**src/rtl/gpu_pkg.sv**
```systemverilog
// Shared GPU definitions: CPU register map, STATUS bit positions and VRAM geometry.
// Used by the CPU bus interface and the pixel-side memory.
package gpu_pkg;

   localparam int unsigned VRAM_AW = 15;

   localparam logic [3:0] REG_ADDR_LO = 4'h0;
   localparam logic [3:0] REG_ADDR_HI = 4'h1;
   localparam logic [3:0] REG_DATA    = 4'h2;
   localparam logic [3:0] REG_INCR    = 4'h3;
   localparam logic [3:0] REG_CTRL    = 4'h4;
   localparam logic [3:0] REG_STATUS  = 4'h5;

   localparam int unsigned STAT_IRQ_PENDING = 0;
   localparam int unsigned STAT_VBLANK_SEEN = 1;
   localparam int unsigned STAT_OVERFLOW    = 2;
   localparam int unsigned STAT_FIFO_EMPTY  = 3;

endpackage

```
**src/rtl/gpu_write_fifo.sv**
```systemverilog
// Pending VRAM write queue; occupancy tracked with read/write pointers carrying a wrap bit.
// A push while full is dropped even if a pop happens in the same cycle.
module gpu_write_fifo #(
   parameter int unsigned DEPTH = 4,
   parameter int unsigned WIDTH = 23
) (
   input  logic             clk,
   input  logic             rst,
   input  logic             push,
   input  logic             pop,
   input  logic [WIDTH-1:0] din,
   output logic             full,
   output logic             empty,
   output logic [WIDTH-1:0] head
);

   localparam int unsigned AW = $clog2(DEPTH);

   logic [WIDTH-1:0] mem [DEPTH];
   logic [AW:0]      wr_ptr;
   logic [AW:0]      rd_ptr;
   logic             do_push;
   logic             do_pop;

   assign empty   = (wr_ptr == rd_ptr);
   assign full    = (wr_ptr[AW] != rd_ptr[AW]) && (wr_ptr[AW-1:0] == rd_ptr[AW-1:0]);
   assign do_push = push && !full;
   assign do_pop  = pop && !empty;
   assign head    = mem[rd_ptr[AW-1:0]];

   always_ff @(posedge clk) begin
      if (!rst) begin
         wr_ptr <= '0;
         rd_ptr <= '0;
      end else begin
         if (do_push) wr_ptr <= wr_ptr + (AW+1)'(1);
         if (do_pop)  rd_ptr <= rd_ptr + (AW+1)'(1);
      end
   end

   always_ff @(posedge clk) begin
      if (do_push) mem[wr_ptr[AW-1:0]] <= din;
   end

endmodule

```
**src/rtl/gpu_bus_interface.sv**
```systemverilog
// CPU-facing register block of the GPU: synchronizes the CPU strobe, decodes register
// writes/reads, queues VRAM writes and raises the vblank interrupt.
module gpu_bus_interface #(
   parameter int unsigned FIFO_DEPTH = 4,
   parameter int unsigned VRAM_AW    = gpu_pkg::VRAM_AW
) (
   input  logic               CLK100MHz,
   input  logic               rst,
   input  logic [7:0]         data,
   input  logic [3:0]         addr,
   input  logic               rw,
   input  logic               cs_clock,
   input  logic               vblank_start,
   input  logic               wr_ready,
   output logic               wr_en,
   output logic [VRAM_AW-1:0] wr_addr,
   output logic [7:0]         wr_data,
   output logic [7:0]         data_out,
   output logic               data_oe,
   output logic               irq
);

   import gpu_pkg::*;

   logic               cs_s1, cs_s2, cs_s3;
   logic               cs_fall;
   logic [7:0]         lat_data;
   logic [3:0]         lat_addr;
   logic               lat_rw;
   logic               wr_commit, rd_commit;

   logic [VRAM_AW-1:0] pointer, ptr_nxt;
   logic [7:0]         incr, incr_nxt;
   logic               ctrl, ctrl_nxt;
   logic               irq_pending, irq_pending_nxt;
   logic               vblank_seen, vblank_seen_nxt;
   logic               overflow, overflow_nxt;
   logic               push, irq_clr, ovf_clr, rd_status;

   logic               fifo_full, fifo_empty;
   logic [VRAM_AW+7:0] fifo_head;
   logic [7:0]         status;

   assign cs_fall   = !cs_s2 && cs_s3;
   assign wr_commit = cs_fall && !lat_rw;
   assign rd_commit = cs_fall && lat_rw;
   assign rd_status = rd_commit && (lat_addr == REG_STATUS);

   always_ff @(posedge CLK100MHz) begin
      if (!rst) begin
         cs_s1    <= 1'b0;
         cs_s2    <= 1'b0;
         cs_s3    <= 1'b0;
         lat_data <= '0;
         lat_addr <= '0;
         lat_rw   <= 1'b1;
      end else begin
         cs_s1 <= cs_clock;
         cs_s2 <= cs_s1;
         cs_s3 <= cs_s2;
         if (cs_s2) begin
            lat_data <= data;
            lat_addr <= addr;
            lat_rw   <= rw;
         end
      end
   end

   always_comb begin
      ptr_nxt  = pointer;
      incr_nxt = incr;
      ctrl_nxt = ctrl;
      push     = 1'b0;
      irq_clr  = 1'b0;
      ovf_clr  = 1'b0;
      if (wr_commit) begin
         case (lat_addr)
            REG_ADDR_LO: ptr_nxt[7:0] = lat_data;
            REG_ADDR_HI: ptr_nxt[VRAM_AW-1:8] = lat_data[VRAM_AW-9:0];
            REG_DATA: begin
               push    = 1'b1;
               ptr_nxt = pointer + {{(VRAM_AW-8){1'b0}}, incr};
            end
            REG_INCR:   incr_nxt = lat_data;
            REG_CTRL:   ctrl_nxt = lat_data[0];
            REG_STATUS: begin
               irq_clr = lat_data[STAT_IRQ_PENDING];
               ovf_clr = lat_data[STAT_OVERFLOW];
            end
            default: ;
         endcase
      end
   end

   // Set terms are ORed in last so they win over a same-cycle clear.
   always_comb begin
      irq_pending_nxt = (irq_pending && !irq_clr) || (vblank_start && ctrl);
      vblank_seen_nxt = (vblank_seen && !rd_status) || vblank_start;
      overflow_nxt    = (overflow && !ovf_clr) || (push && fifo_full);
   end

   always_ff @(posedge CLK100MHz) begin
      if (!rst) begin
         pointer     <= '0;
         incr        <= 8'h01;
         ctrl        <= 1'b0;
         irq_pending <= 1'b0;
         vblank_seen <= 1'b0;
         overflow    <= 1'b0;
         irq         <= 1'b0;
      end else begin
         pointer     <= ptr_nxt;
         incr        <= incr_nxt;
         ctrl        <= ctrl_nxt;
         irq_pending <= irq_pending_nxt;
         vblank_seen <= vblank_seen_nxt;
         overflow    <= overflow_nxt;
         irq         <= irq_pending_nxt && ctrl_nxt;
      end
   end

   gpu_write_fifo #(
      .DEPTH (FIFO_DEPTH),
      .WIDTH (VRAM_AW + 8)
   ) u_fifo (
      .clk   (CLK100MHz),
      .rst   (rst),
      .push  (push),
      .pop   (wr_en && wr_ready),
      .din   ({pointer, lat_data}),
      .full  (fifo_full),
      .empty (fifo_empty),
      .head  (fifo_head)
   );

   assign wr_en   = !fifo_empty;
   assign wr_addr = fifo_head[8 +: VRAM_AW];
   assign wr_data = fifo_head[7:0];

   always_comb begin
      status                   = '0;
      status[STAT_IRQ_PENDING] = irq_pending;
      status[STAT_VBLANK_SEEN] = vblank_seen;
      status[STAT_OVERFLOW]    = overflow;
      status[STAT_FIFO_EMPTY]  = fifo_empty;
   end

   assign data_oe = cs_clock && rw;

   always_comb begin
      data_out = '0;
      case (addr)
         REG_ADDR_LO: data_out = pointer[7:0];
         REG_ADDR_HI: data_out = 8'(pointer >> 8);
         REG_INCR:    data_out = incr;
         REG_CTRL:    data_out = {7'b0, ctrl};
         REG_STATUS:  data_out = status;
         default:     data_out = '0;
      endcase
   end

endmodule

```
**config.mk**
```make
export PLATFORM = sky130hd
export DESIGN_NAME = gpu_bus_interface
export DESIGN_NICKNAME = d
export VERILOG_FILES = /design/src/rtl/gpu_pkg.sv /design/src/rtl/gpu_write_fifo.sv /design/src/rtl/gpu_bus_interface.sv
export SDC_FILE = /design/constraint.sdc
export NUM_CORES = 1
export LEC_CHECK = 0
export ABC_CLOCK_PERIOD_IN_PS = 3100
export BUFFER_PORTS_ARGS = -buffer_cell sky130_fd_sc_hd__buf_2
export CORE_ASPECT_RATIO = 2
export CORE_UTILIZATION = 54
export DETAILED_ROUTE_END_ITERATION = 10
export GPL_TIMING_DRIVEN = 0
export PLACE_DENSITY_LB_ADDON = 0.25
export SYNTH_ARGS = -nofsm -noshare
export SYNTH_HDL_FRONTEND = slang
export SYNTH_HIERARCHICAL = 1
export SYNTH_SLANG_ARGS = --single-unit
export TNS_END_PERCENT = 100
```
**constraint.sdc**
```tcl
create_clock -name CLK100MHz -period 3.1 [get_ports CLK100MHz]
set_clock_uncertainty 0.15 [all_clocks]
set_input_delay 0.155 -clock CLK100MHz [delete_from_list [all_inputs] [get_ports CLK100MHz]]
set_output_delay 0.155 -clock CLK100MHz [all_outputs]
set_load 0.01 [all_outputs]
```
# After elaboration in Yosys (flattened, before gate mapping)
# Memories as Yosys holds them, arrays and structs flattened. A register that Yosys moved wholly into a read port is not among the register bits.
# Index checks and enable logic that the tools add are counted.
# classes
n_addsub	3
eq_ne	12
muxes	15
n_reduce_logical	32
# op_table
operator	n
one-hot mux 8 bit (5 select lines)	1
== test 4 x 3 -> 1 bit, second input constant	4
one-hot mux 8 bit (2 select lines)	1
adder 15 x 8 -> 15 bit	1
logical AND 1 bit	15
one-hot mux 7 bit (2 select lines)	1
== test 4 x 2 -> 1 bit, second input constant	3
2-to-1 mux 1 bit	10
== test 4 x 1 -> 1 bit, second input constant	2
logical NOT 4 bit	2
logical NOT 1 bit	7
adder 3 x 1 -> 3 bit, second input constant	2
AND reduction 2 bit	3
2-to-1 mux 2 bit	2
nonzero test 2 bit	2
== test 3 bit	1
logical OR 1 bit	3
== test 2 bit	1
inequality test 1 bit	1
# word_totals
reg_bits	50
ramBits	92
out_inout_bits	34
wordCells	79
memories	1
# memory_table
name	words	width	rd	rd_clocked_by_memory_dff	wr	line	source
u_fifo.mem	4	23	1	1	1	gpu_write_fifo.sv:19	logic [WIDTH-1:0] mem [DEPTH];

# Longest topological paths before layout
# Gate-level depths: netlist of run 1.
# logic_depth
word_depth	8
depth_mapped	8
mapped_depth_nobuf	7

# Hierarchy
# The synthesis of run 1 kept the hierarchy.
# by_module_without_submodules
module	instances	cells_per_inst	area_per_inst_um2	seq_area_each_um2
gpu_write_fifo	1	188	3877.5	2922.8
gpu_bus_interface	1	316	2585.0	880.8

# Least setup slack after synthesis of run 1
# OpenSTA, ideal clock, no wires.
# synth_path
kind	register -> register
from	register cs_s2
to	memory u_fifo.mem[3][0] (enable)
arrival_ns	2.762
t_required_ns	2.547
slack_ns	-0.215
stages_incl_launch_ff	8
path_cell_list	dfxtp_1 -> buf_6 -> or4b_4 -> buf_6 -> or4b_4 -> clkinv_2 -> nand2_1 -> nor2_1
# synth_between
elab_chain_cells	7
# synth_rtl
item	line	source
start, declared	gpu_bus_interface.sv:25	logic cs_s1, cs_s2, cs_s3;
start signal, assigned	gpu_bus_interface.sv:59	cs_s2 <= cs_s1;
logical NOT 1 bit	gpu_bus_interface.sv:44	assign cs_fall = !cs_s2 && cs_s3;
logical AND 1 bit	gpu_bus_interface.sv:44	
logical AND 1 bit	gpu_bus_interface.sv:45	assign wr_commit = cs_fall && !lat_rw;
2-to-1 mux 1 bit	gpu_bus_interface.sv:76	if (wr_commit) begin
net push	gpu_bus_interface.sv:38	logic push, irq_clr, ovf_clr, rd_status;
logical AND 1 bit	gpu_write_fifo.sv:27	assign do_push = push && !full;
2-to-1 mux 1 bit	gpu_write_fifo.sv:42	if (do_push) mem[wr_ptr[AW-1:0]] <= din;
2-to-1 mux 1 bit (implied by the code)	gpu_write_fifo.sv:42	
end, declared	gpu_write_fifo.sv:19	
# The timed path passes the listed nets, and every way through them passes these cells.

# Worst setup path after layout of run 1
# layout_path
from	register cs_s2
to	memory u_fifo.mem[3][4] (enable)
# Same word-level chain as after synthesis.

==> flow_metrics.py, run 1 <==
metrics = {
    "job": {
        "max_cap_viol_count": 0,
    },
    "global_route": {
        "grt_pass1_wl_um": 24000,
        "antenna_found_initial": 0,
        "grt_overflow": 0,
        "grt_max_degree": 24,
        "grt_usage": 0.264,
        "top_usage_layer": "met2",
        "grt_use_met1": 0.289,
        "use_met2": 0.465,
        "first_global_vias": 4689,
        "use_met3": 0.0490,
    },
    "synth": {
        "synth_edf_count": 92,
        "synthArstFlopShare": 0,
        "synth-seq-area-share": 0.589,
        "syn_inst": 504,
        "synth_cell_types": 61,
        "syn-cell-area_um2": 6460,
        "ys_warn_count": 6,
        "avgSynthCellArea_um2": 12.8,
        "ys_ff_latch": 144,
        "synth_nets": 536,
        "synthFlopType": "edfxtp_1",
    },
    "critical_path": {
        "crit_path_end_kind": "flop",
        "crit_fanout": 11,
        "worstPathRequired_ns": 3.02,
        "start_kind": "flop",
        "critPathArrivalTime_ns": 2.91,
        "timing_worst_setup_path_type": "reg -> reg",
    },
    "timing": {
        "finalCriticalPeriod_ns": 2.99,
        "finalCritPeriodShare": 0.964,
        "slew_headroom": 0.329,
        "rsz0062_at_grt": "false",
        "hold_violations": 0,
        "fmax_ghz": 0.335,
        "slew_viol_final": 0,
        "timing.hold.ws_ns": 0.0535,
        "fin_tns_setup_ns": 0,
        "setup-violations-final": 0,
        "tightest_slew_ns": 0.999,
    },
    "power_and_ir_drop": {
        "leakagePower_nw": 2.82,
        "p_seq_frac": 0.445,
        "peakVddDrop_mv": 0.403,
        "p_int_w": 0.00350,
        "combPwrFrac": 0.110,
        "power.density_nw_per_um2": 599,
        "swShare": 0.247,
        "switchingPower_w": 0.00114,
        "clkPwrFrac": 0.445,
        "p_total_w": 0.00464,
    },
    "status": {
        "status": "complete, no violations",
    },
    "die": {
        "row_count": 56,
        "die_x_um": 79.4,
        "core_area_um2": 11700,
        "io_pins": 52,
        "start_util": 0.552,
        "dieArea_um2": 12400,
        "fp.dieH_um": 157,
    },
    "worst_hold_path": {
        "hold_class": "in -> reg",
    },
    "cts": {
        "clk_pin_slew_ns": 0.07,
        "htreeDepth": 4,
        "cts_buffers": 17,
        "cts.sinks": 144,
        "cts-root-buf": "clkbuf_16",
        "cts_max_path_buffers": 2,
        "clk_latency_ns": 0.42,
        "tritoncts": "done",
    },
    "cells_and_area": {
        "num_antenna_cells": 0,
        "nNetsFinal": 627,
        "fin_area_um2": 7750,
        "syn_to_final_growth_pct": 20.0,
        "drive_above_1_share": 0.225,
    },
    "detailed_routing": {
        "drt_iter0_drc": 430,
        "wl_per_cell_um": 21.5,
        "vias": 4685,
        "vias_per_cell": 6.22,
        "drc": 0,
        "first_pass_iters": 5,
        "postRouteAntennaNets": 0,
        "drt-total-wl_um": 16200,
    },
    "place": {
        "portBuffers": 50,
        "gp_congestion": 0.976,
        "place_area_um2": 6900,
        "dp_hpwl_um": 10300,
    },
}
cells by family after synthesis:
kind of cell | share of synthesized area
multiplexers | 0.130
buffers and inverters | 0.0271
XOR/XNOR | 0.0108
AO/OA/AOI/OAI | 0.0955
AND/OR/NAND/NOR | 0.120
flip-flops | 0.589
adder cells (fa/ha/maj) | 0.0283
placed cells by master, fill, tap and decap left out, drive strengths merged, types with 14 or more instances in the layout:
master and count:
and2 19, buf 60, clkbuf 36, dfxtp 52, edfxtp 92, inv 18
mux2i 30, mux4 23, nand2 40, nor2 48, nor3 14, o21ai 22
synth_stat cells, drive strengths merged (8+ instances only):
cell type | instances | share of area
a21oi | 13 | 0.010
dfxtp | 52 | 0.16
buf | 8 | 0.0087
clkbuf | 19 | 0.012
nor2 | 47 | 0.027
mux2i | 30 | 0.046
edfxtp | 92 | 0.43
o21ai | 22 | 0.017
mux4 | 23 | 0.080
ha | 13 | 0.025
and2 | 12 | 0.012
inv | 10 | 0.0058
nand2 | 40 | 0.023
nor3 | 14 | 0.012
timing repair:
item | 4_1_cts | 5_1_grt
pin swaps | 1 | 6
gates resized for setup | 5 | 9
setup buffers | 0 | 2
endpoints found under the hold margin | 16 | 0
setup endpoints to repair | 92 | 81
gates cloned | 1 | 7
hold buffers | 12 | 0
worst max-delay path: stages (launching register included):
cell,delay (ns)
dfxtp_1,0.31
buf_6,0.13
or4b_4,0.53
buf_6,0.15
or4b_4,0.53
clkinv_2,0.15
nand2_1,0.23
nor2_4,0.45
state kept, by name, indices dropped and copies added, names as in the netlist, named ones only:
register and flops:
u_fifo/mem 92, pointer 15, incr 8, lat_data 8
lat_addr 4, u_fifo/rd_ptr 3, u_fifo/wr_ptr 3, cs_s1 1
cs_s2 1, cs_s3 1, ctrl 1, irq 1
irq_pending 1, lat_rw 1, overflow 1, vblank_seen 1
final cells by class:
| class | instances | area [µm²] |
|---|---|---|
| buffer | 27 | 133 |
| sequential | 144 | 3800 |
| timing repair buffer | 64 | 410 |
| clock inverter | 15 | 168 |
| clock buffer | 17 | 425 |
| inverter | 11 | 42.5 |
| multi-input combinational | 330 | 2590 |
| tap | 145 | 181 |
| fill | 844 | 3950 |
worst paths after layout:
path	from	slack, ns	cells past startpoint	endpoint
min	addr[3]	0.05	3	lat_addr[3]
min reg2reg	cs_s1	0.29	1	cs_s2
max	cs_s2	0.11	7	u_fifo/mem[3][4]
max reg2reg	cs_s2	0.11	7	u_fifo/mem[3][4]
metal layers:
metal / part of all wire / vias to the layer above
met5: 0 / -
met3: 0.053 / 61
met2: 0.53 / 209
met1: 0.36 / 2306
met4: 0.056 / 0
li1: - / 2109
metrics by stage:
step / utilization / instances / worst slack (ns)
finish: 0.663 / 753 / 0.112
global route: 0.663 / 753 / 0.0301
CTS: 0.653 / 744 / -0.129
detailed placement: 0.590 / 699 / -0.537
global placement: 0.589 / 699 / -0.505
floorplan: - / 504 / 0.0498
power by group through the flow:
| stage | clock, W | combinational, W | sequential, W |
|---|---|---|---|
| after floorplan | 0 | 0.000362 | 0.00210 |
| after global placement | 0 | 0.000496 | 0.00211 |
| after detailed placement | 0 | 0.000501 | 0.00211 |
| after CTS | 0.00207 | 0.000514 | 0.00207 |
| after global routing | 0.00215 | 0.000552 | 0.00207 |
| final | 0.00206 | 0.000511 | 0.00207 |
No activity file was read; power rests on OpenSTA's default activity.
==> inputs of run 2 (changes only) <==
--- a/config.mk
+++ b/config.mk
@@ -5,6 +5,7 @@
 export SDC_FILE = /design/constraint.sdc
 export NUM_CORES = 1
 export LEC_CHECK = 0
+export ABC_AREA = 1
 export ABC_CLOCK_PERIOD_IN_PS = 3100
 export BUFFER_PORTS_ARGS = -buffer_cell sky130_fd_sc_hd__buf_2
 export CORE_ASPECT_RATIO = 2
==> run 2 against run 1 <==
Against the previous run:
- final area down 0.13%
- via count rose by 15%
- routed wire length increased by 5.0%
- clock power decreased by 2%
- clock-buffer cell count stayed put
- largest cell class unchanged
==> flow_metrics.py, run 2 <==
metrics = {
    "synth": {
        "synthArstFlopShare": 0,
        "synth_edf_count": 92,
        "synth-seq-area-share": 0.585,
        "synthFlopType": "edfxtp_1",
        "ys_ff_latch": 144,
        "ys_warn_count": 6,
        "yosys-top-cells-area": "edfxtp_1 (42%), dfxtp_1 (16%), nand2_1 (6.5%)",
        "synth_top_area_cell": "edfxtp_1",
        "syn-cell-area_um2": 6500,
        "synth_top_area_share": 0.425,
        "synth_nets": 726,
        "synth_cell_types": 39,
        "avgSynthCellArea_um2": 9.37,
        "synth_most_common_cell": "nand2_1",
        "syn_inst": 694,
        "synth.top_cells.by_count": "nand2_1 (113), nor2_1 (96), edfxtp_1 (92)",
    },
    "detailed_routing": {
        "postRouteAntennaNets": 0,
        "m1WireLength_um": 5960,
        "first_pass_iters": 4,
        "vias": 5367,
        "routed-wl-met3_um": 892,
        "drc": 0,
        "drt-total-wl_um": 17000,
        "wl_per_cell_um": 18.1,
        "vias_per_cell": 5.70,
        "route.met2.wl_um": 8940,
        "drt_iter0_drc": 241,
        "maxUsedRoutingLayer": "met4",
    },
    "timing": {
        "slew_headroom": 0.268,
        "hold_violations": 0,
        "tightest_slew_ns": 1.10,
        "setup-violations-final": 0,
        "finalCritPeriodShare": 0.911,
        "slew_viol_final": 0,
        "rsz0062_at_grt": "false",
        "fmax_ghz": 0.354,
        "fin_tns_setup_ns": 0,
        "finalCriticalPeriod_ns": 2.82,
    },
    "global_route": {
        "antenna_found_initial": 0,
        "grt_overflow": 0,
        "grt_pass1_wl_um": 26300,
        "grt_max_degree": 24,
        "grt_usage": 0.289,
        "first_global_vias": 5237,
    },
    "power_and_ir_drop": {
        "leakagePower_nw": 3.11,
        "peakVddDrop_mv": 0.405,
        "power.density_nw_per_um2": 539,
    },
    "cells_and_area": {
        "final_cell_mix": "nand2_1 (113), nor2_1 (93), edfxtp_1 (92)",
        "syn_to_final_growth_pct": 19.1,
        "drive_above_1_share": 0.157,
        "layout_commonest_cell": "nand2_1",
        "instances_no_fill": 941,
        "num_antenna_cells": 0,
        "largest_reg_flops": 92,
        "fin_area_um2": 7740,
        "nNetsFinal": 815,
    },
    "cts": {
        "cts-resized-gates": 0,
        "cts_max_path_buffers": 2,
        "tritoncts": "done",
        "clk_latency_ns": 0.42,
        "postCtsHoldBufs": 16,
        "clk_pin_slew_ns": 0.06,
        "cts.sinks": 144,
        "cts_buffers": 17,
        "cts-root-buf": "clkbuf_16",
        "htreeDepth": 4,
        "post_cts_buffers": 0,
    },
    "critical_path": {
        "path_cells": "nor2_4, nand3_2, nor2_1, nand2_1, inv_1, nand2_1, inv_1",
        "start_kind": "flop",
        "critPathArrivalTime_ns": 2.71,
        "path_buf_inv": 2,
        "timing_worst_setup_path_type": "reg -> reg",
        "slowest_stage": "inv_1",
        "crit_family": "simple AND/OR/NAND/NOR gates",
        "slowest_delay_ns": 0.78,
        "crit_path_end_kind": "flop",
        "worstPathRequired_ns": 2.98,
        "crit_fanout": 23,
    },
    "job": {
        "max_cap_viol_count": 0,
    },
    "place": {
        "dp_hpwl_um": 12200,
        "place_area_um2": 6990,
        "placedCellCount": 893,
        "portBuffers": 51,
        "gp_congestion": 0.935,
    },
    "die": {
        "dieArea_um2": 12500,
        "die_x_um": 79.6,
        "start_util": 0.556,
        "core_area_um2": 11700,
        "row_count": 56,
        "io_pins": 52,
        "fp.dieH_um": 157,
    },
    "status": {
        "status": "complete, no violations",
    },
    "worst_hold_path": {
        "hold_class": "in -> reg",
    },
}
==> run 2: layout make-up <==
type | count | area, µm²
plain buffers | 22 | 128
clock buffers | 17 | 425
clock inverters | 15 | 166
fillers | 936 | 3960
inverters | 81 | 307
multi-input cells | 447 | 2270
flip-flops and latches | 144 | 3800
well taps | 145 | 181
repair buffers | 70 | 460
==> run 2: worst paths after layout <==
kind                            slack, ns  cells after the start                to        start
worst max-delay path                 0.28                      7  u_fifo/mem[3][8]  lat_addr[2]
worst min-delay path                 0.05                      6  u_fifo/rd_ptr[0]     wr_ready
worst max register to register       0.28                      7  u_fifo/mem[3][8]  lat_addr[2]
worst min register to register       0.27                      2             cs_s2        cs_s1
==> run 2: power by group <==
group / switching (W) / total [W] / internal (W)
combinational: 0.0000669 / 0.000109 / 0.0000421
clock: 0.000873 / 0.00202 / 0.00114
sequential: 0.0000167 / 0.00205 / 0.00203
total: 0.000956 / 0.00418 / 0.00322
==> run 2: logic make-up after synthesis <==
logic type	count (synthesis)	share of synthesized area
buffers and inverters	103	0.0668
DFF	144	0.585
and+or+nand+nor	271	0.185
adders and majority gates	14	0.0281
AOI/OAI and AO/OA	162	0.135
==> run 2: stage by stage <==
stage / hold slack, ns / power [W] / util / setup slack, ns
finish: 0.0456 / 0.00418 / 0.662 / 0.276
global route: 0.126 / 0.00427 / 0.662 / 0.135
CTS: 0.0389 / 0.00419 / 0.662 / 0.264
detailed placement: 0.209 / 0.00218 / 0.597 / 0.286
global placement: 0.213 / 0.00218 / 0.593 / -0.537
floorplan: 0.0985 / 0.00214 / - / 0.535
==> run 2: tightest hold or removal path, stage by stage <==
cell,delay (ns)
buf_2,0.09
inv_1,0.04
nor2_1,0.07
nand3_1,0.09
nand2_1,0.06
nor2_1,0.07
==> run 2: layer usage <==
metal	GRT usage	vias up
li1	-	2553
met2	0.520	244
met5	0	-
met1	0.284	2500
met4	0.215	0
met3	0.0568	70
==> inputs of run 3 (changes only) <==
--- a/config.mk
+++ b/config.mk
@@ -12,7 +12,7 @@
 export CORE_UTILIZATION = 54
 export DETAILED_ROUTE_END_ITERATION = 10
 export GPL_TIMING_DRIVEN = 0
-export PLACE_DENSITY_LB_ADDON = 0.25
+export PLACE_DENSITY = 0.76
 export SYNTH_ARGS = -nofsm -noshare
 export SYNTH_HDL_FRONTEND = slang
 export SYNTH_HIERARCHICAL = 1
==> constraint.sdc (replaced) <==
create_clock -name CLK100MHz -period 3.1 [get_ports CLK100MHz]
set_clock_uncertainty 0.15 [all_clocks]
set_input_delay 0 -clock CLK100MHz [delete_from_list [all_inputs] [get_ports CLK100MHz]]
set_output_delay 0 -clock CLK100MHz [all_outputs]
set_load 0.01 [all_outputs]
==> run 3 against run 2 <==
Against the previous run:
- critical path depth is the same
- power fell by 2.9%
- hold slack gained 0.13 ns
- core utilization grew 0.086 points
- sequential power barely moved
- final cell count is 0.11% higher
- die area stayed put
- critical endpoint is now u_fifo/mem[3][3]
==> flow_metrics.py, run 3 (synthesized netlist as in run 2, its figures left out) <==
metrics = {
    "status": {
        "status": "complete, no violations",
    },
    "critical_path": {
        "critPathArrivalTime_ns": 2.72,
        "crit_family": "simple AND/OR/NAND/NOR gates",
        "r2r_slack_ns": 0.26,
        "ff2ff_path_depth": 7,
        "path_buf_inv": 2,
        "crit_path_end_kind": "flop",
        "start_kind": "flop",
        "worstReg2RegEnd": "u_fifo/mem[3][3]",
        "crit_cells": 7,
        "timing.critical_path.from": "lat_addr[2]",
        "slowest_stage": "inv_1",
        "timing_worst_setup_path_type": "reg -> reg",
        "crit_fanout": 23,
        "crit_end": "u_fifo/mem[3][3]",
        "path_cells": "nor2_4, nand3_2, nor2_1, nand2_1, inv_1, nand2_1, inv_1",
        "slowest_delay_ns": 0.77,
        "worstPathRequired_ns": 2.98,
        "r2r-start": "lat_addr[2]",
    },
    "cts": {
        "cts.sinks": 144,
        "clk_pin_slew_ns": 0.06,
        "cts-root-buf": "clkbuf_16",
        "cts_max_path_buffers": 2,
        "tritoncts": "done",
        "cts_buffers": 17,
        "post_cts_buffers": 0,
        "clk_latency_ns": 0.41,
        "htreeDepth": 4,
    },
    "cells_and_area": {
        "multi_input_area_um2": 2270,
        "fillCellCount": 930,
        "fin_area_um2": 7750,
        "nNetsFinal": 816,
        "layout_commonest_cell": "nand2_1",
        "final_cell_mix": "nand2_1 (113), nor2_1 (93), edfxtp_1 (92)",
        "seq_area_um2": 3800,
        "drive_above_1_share": 0.156,
        "largest_reg_flops": 92,
        "num_antenna_cells": 0,
        "syn_to_final_growth_pct": 19.2,
    },
    "place": {
        "portBuffers": 51,
        "gp_congestion": 1.01,
        "place_area_um2": 7030,
        "dp_hpwl_um": 12000,
        "post-place-ws_ns": 0.248,
    },
    "die": {
        "die_x_um": 79.6,
        "row_count": 56,
        "io_pins": 52,
        "core_area_um2": 11700,
        "fp.dieH_um": 157,
        "dieArea_um2": 12500,
        "start_util": 0.556,
    },
    "timing": {
        "rsz0062_at_grt": "false",
        "fin_ws_ns": 0.257,
        "setup-violations-final": 0,
        "tightest_slew_ns": 1.07,
        "fin_tns_setup_ns": 0,
        "finalCriticalPeriod_ns": 2.84,
        "finalCritPeriodShare": 0.917,
        "fmax_ghz": 0.352,
        "hold_violations": 0,
        "slew_headroom": 0.285,
        "slew_viol_final": 0,
    },
    "detailed_routing": {
        "drt-total-wl_um": 17100,
        "vias_per_cell": 5.70,
        "first_pass_iters": 5,
        "wl_per_cell_um": 18.1,
        "vias": 5369,
        "drc": 0,
        "postRouteAntennaNets": 0,
        "drt_iter0_drc": 352,
    },
    "global_route": {
        "antenna_found_initial": 0,
        "grt_usage": 0.288,
        "grt_overflow": 0,
        "first_global_vias": 5338,
        "grt_pass1_wl_um": 26400,
        "grt_max_degree": 24,
    },
    "power_and_ir_drop": {
        "leakagePower_nw": 3.11,
        "peakVddDrop_mv": 0.393,
        "power.density_nw_per_um2": 523,
        "p_total_w": 0.00406,
    },
    "job": {
        "max_cap_viol_count": 0,
    },
    "worst_hold_path": {
        "hold_class": "in -> reg",
    },
}
==> run 3: cell types whose count changed in the layout (fill, tap and decap cells not counted), sizes merged <==
cell	previous run	this run
bufinv	1	0
clkinv	2	5
inv	90	88
dlygate4sd3	16	17
==> run 3: how the worst min path moves through the flow <==
stage               to      from  depth (start not counted)  slack, ns
2_1_floorplan  data_oe        rw                          2      -0.06
3_3_place_gp     cs_s1  cs_clock                          3       0.06
4_1_cts          cs_s1  cs_clock                          4       0.17
3_5_place_dp     cs_s1  cs_clock                          3       0.06
6_report         cs_s1  cs_clock                          4       0.18
5_1_grt          cs_s1  cs_clock                          4       0.18
==> run 3: power by group <==
group	total (W)	switching (W)	internal, W
sequential	0.00205	0.0000165	0.00203
combinational	0.000112	0.0000686	0.0000430
clock	0.00189	0.000843	0.00105
==> run 3: metrics by stage <==
| stage | hold slack (ns) | std cells | util |
|---|---|---|---|
| 3_3_place_gp | 0.0566 | 890 | 0.593 |
| 4_1_cts | 0.167 | 942 | 0.663 |
| 6_report | 0.178 | 942 | 0.663 |
| 5_1_grt | 0.177 | 942 | 0.663 |
| 2_1_floorplan | -0.0609 | 694 | - |
| 3_5_place_dp | 0.0578 | 893 | 0.601 |
==> run 3: layout make-up <==
| class | count | area share |
|---|---|---|
| well taps | 145 | 0.0234 |
| repair buffers | 71 | 0.0655 |
| inverters | 81 | 0.0395 |
| plain buffers | 22 | 0.0165 |
| multi-input cells | 447 | 0.293 |
| flip-flops and latches | 144 | 0.491 |
| clock buffers | 17 | 0.0549 |
| clock inverters | 15 | 0.0166 |
==> run 3: what timing repair did <==
action	4_1_cts	5_1_grt
resized for setup	0	0
hold buffers	17	0
hold endpoints to repair	25	0
==> run 3: metal layers <==
metal  track usage  vias to the layer above  share of wire
li1              -                     2557              -
met1         0.285                     2501           0.35
met3        0.0452                       61          0.048
met4         0.203                        0          0.060
met5             0                        -              0
met2         0.528                      250           0.54
==> run 3: worst min-delay path, delay by kind of cell <==
kind                   cells  cell delay (ns)
and+or+nand+nor            1             0.04
buffers and inverters      3             0.67
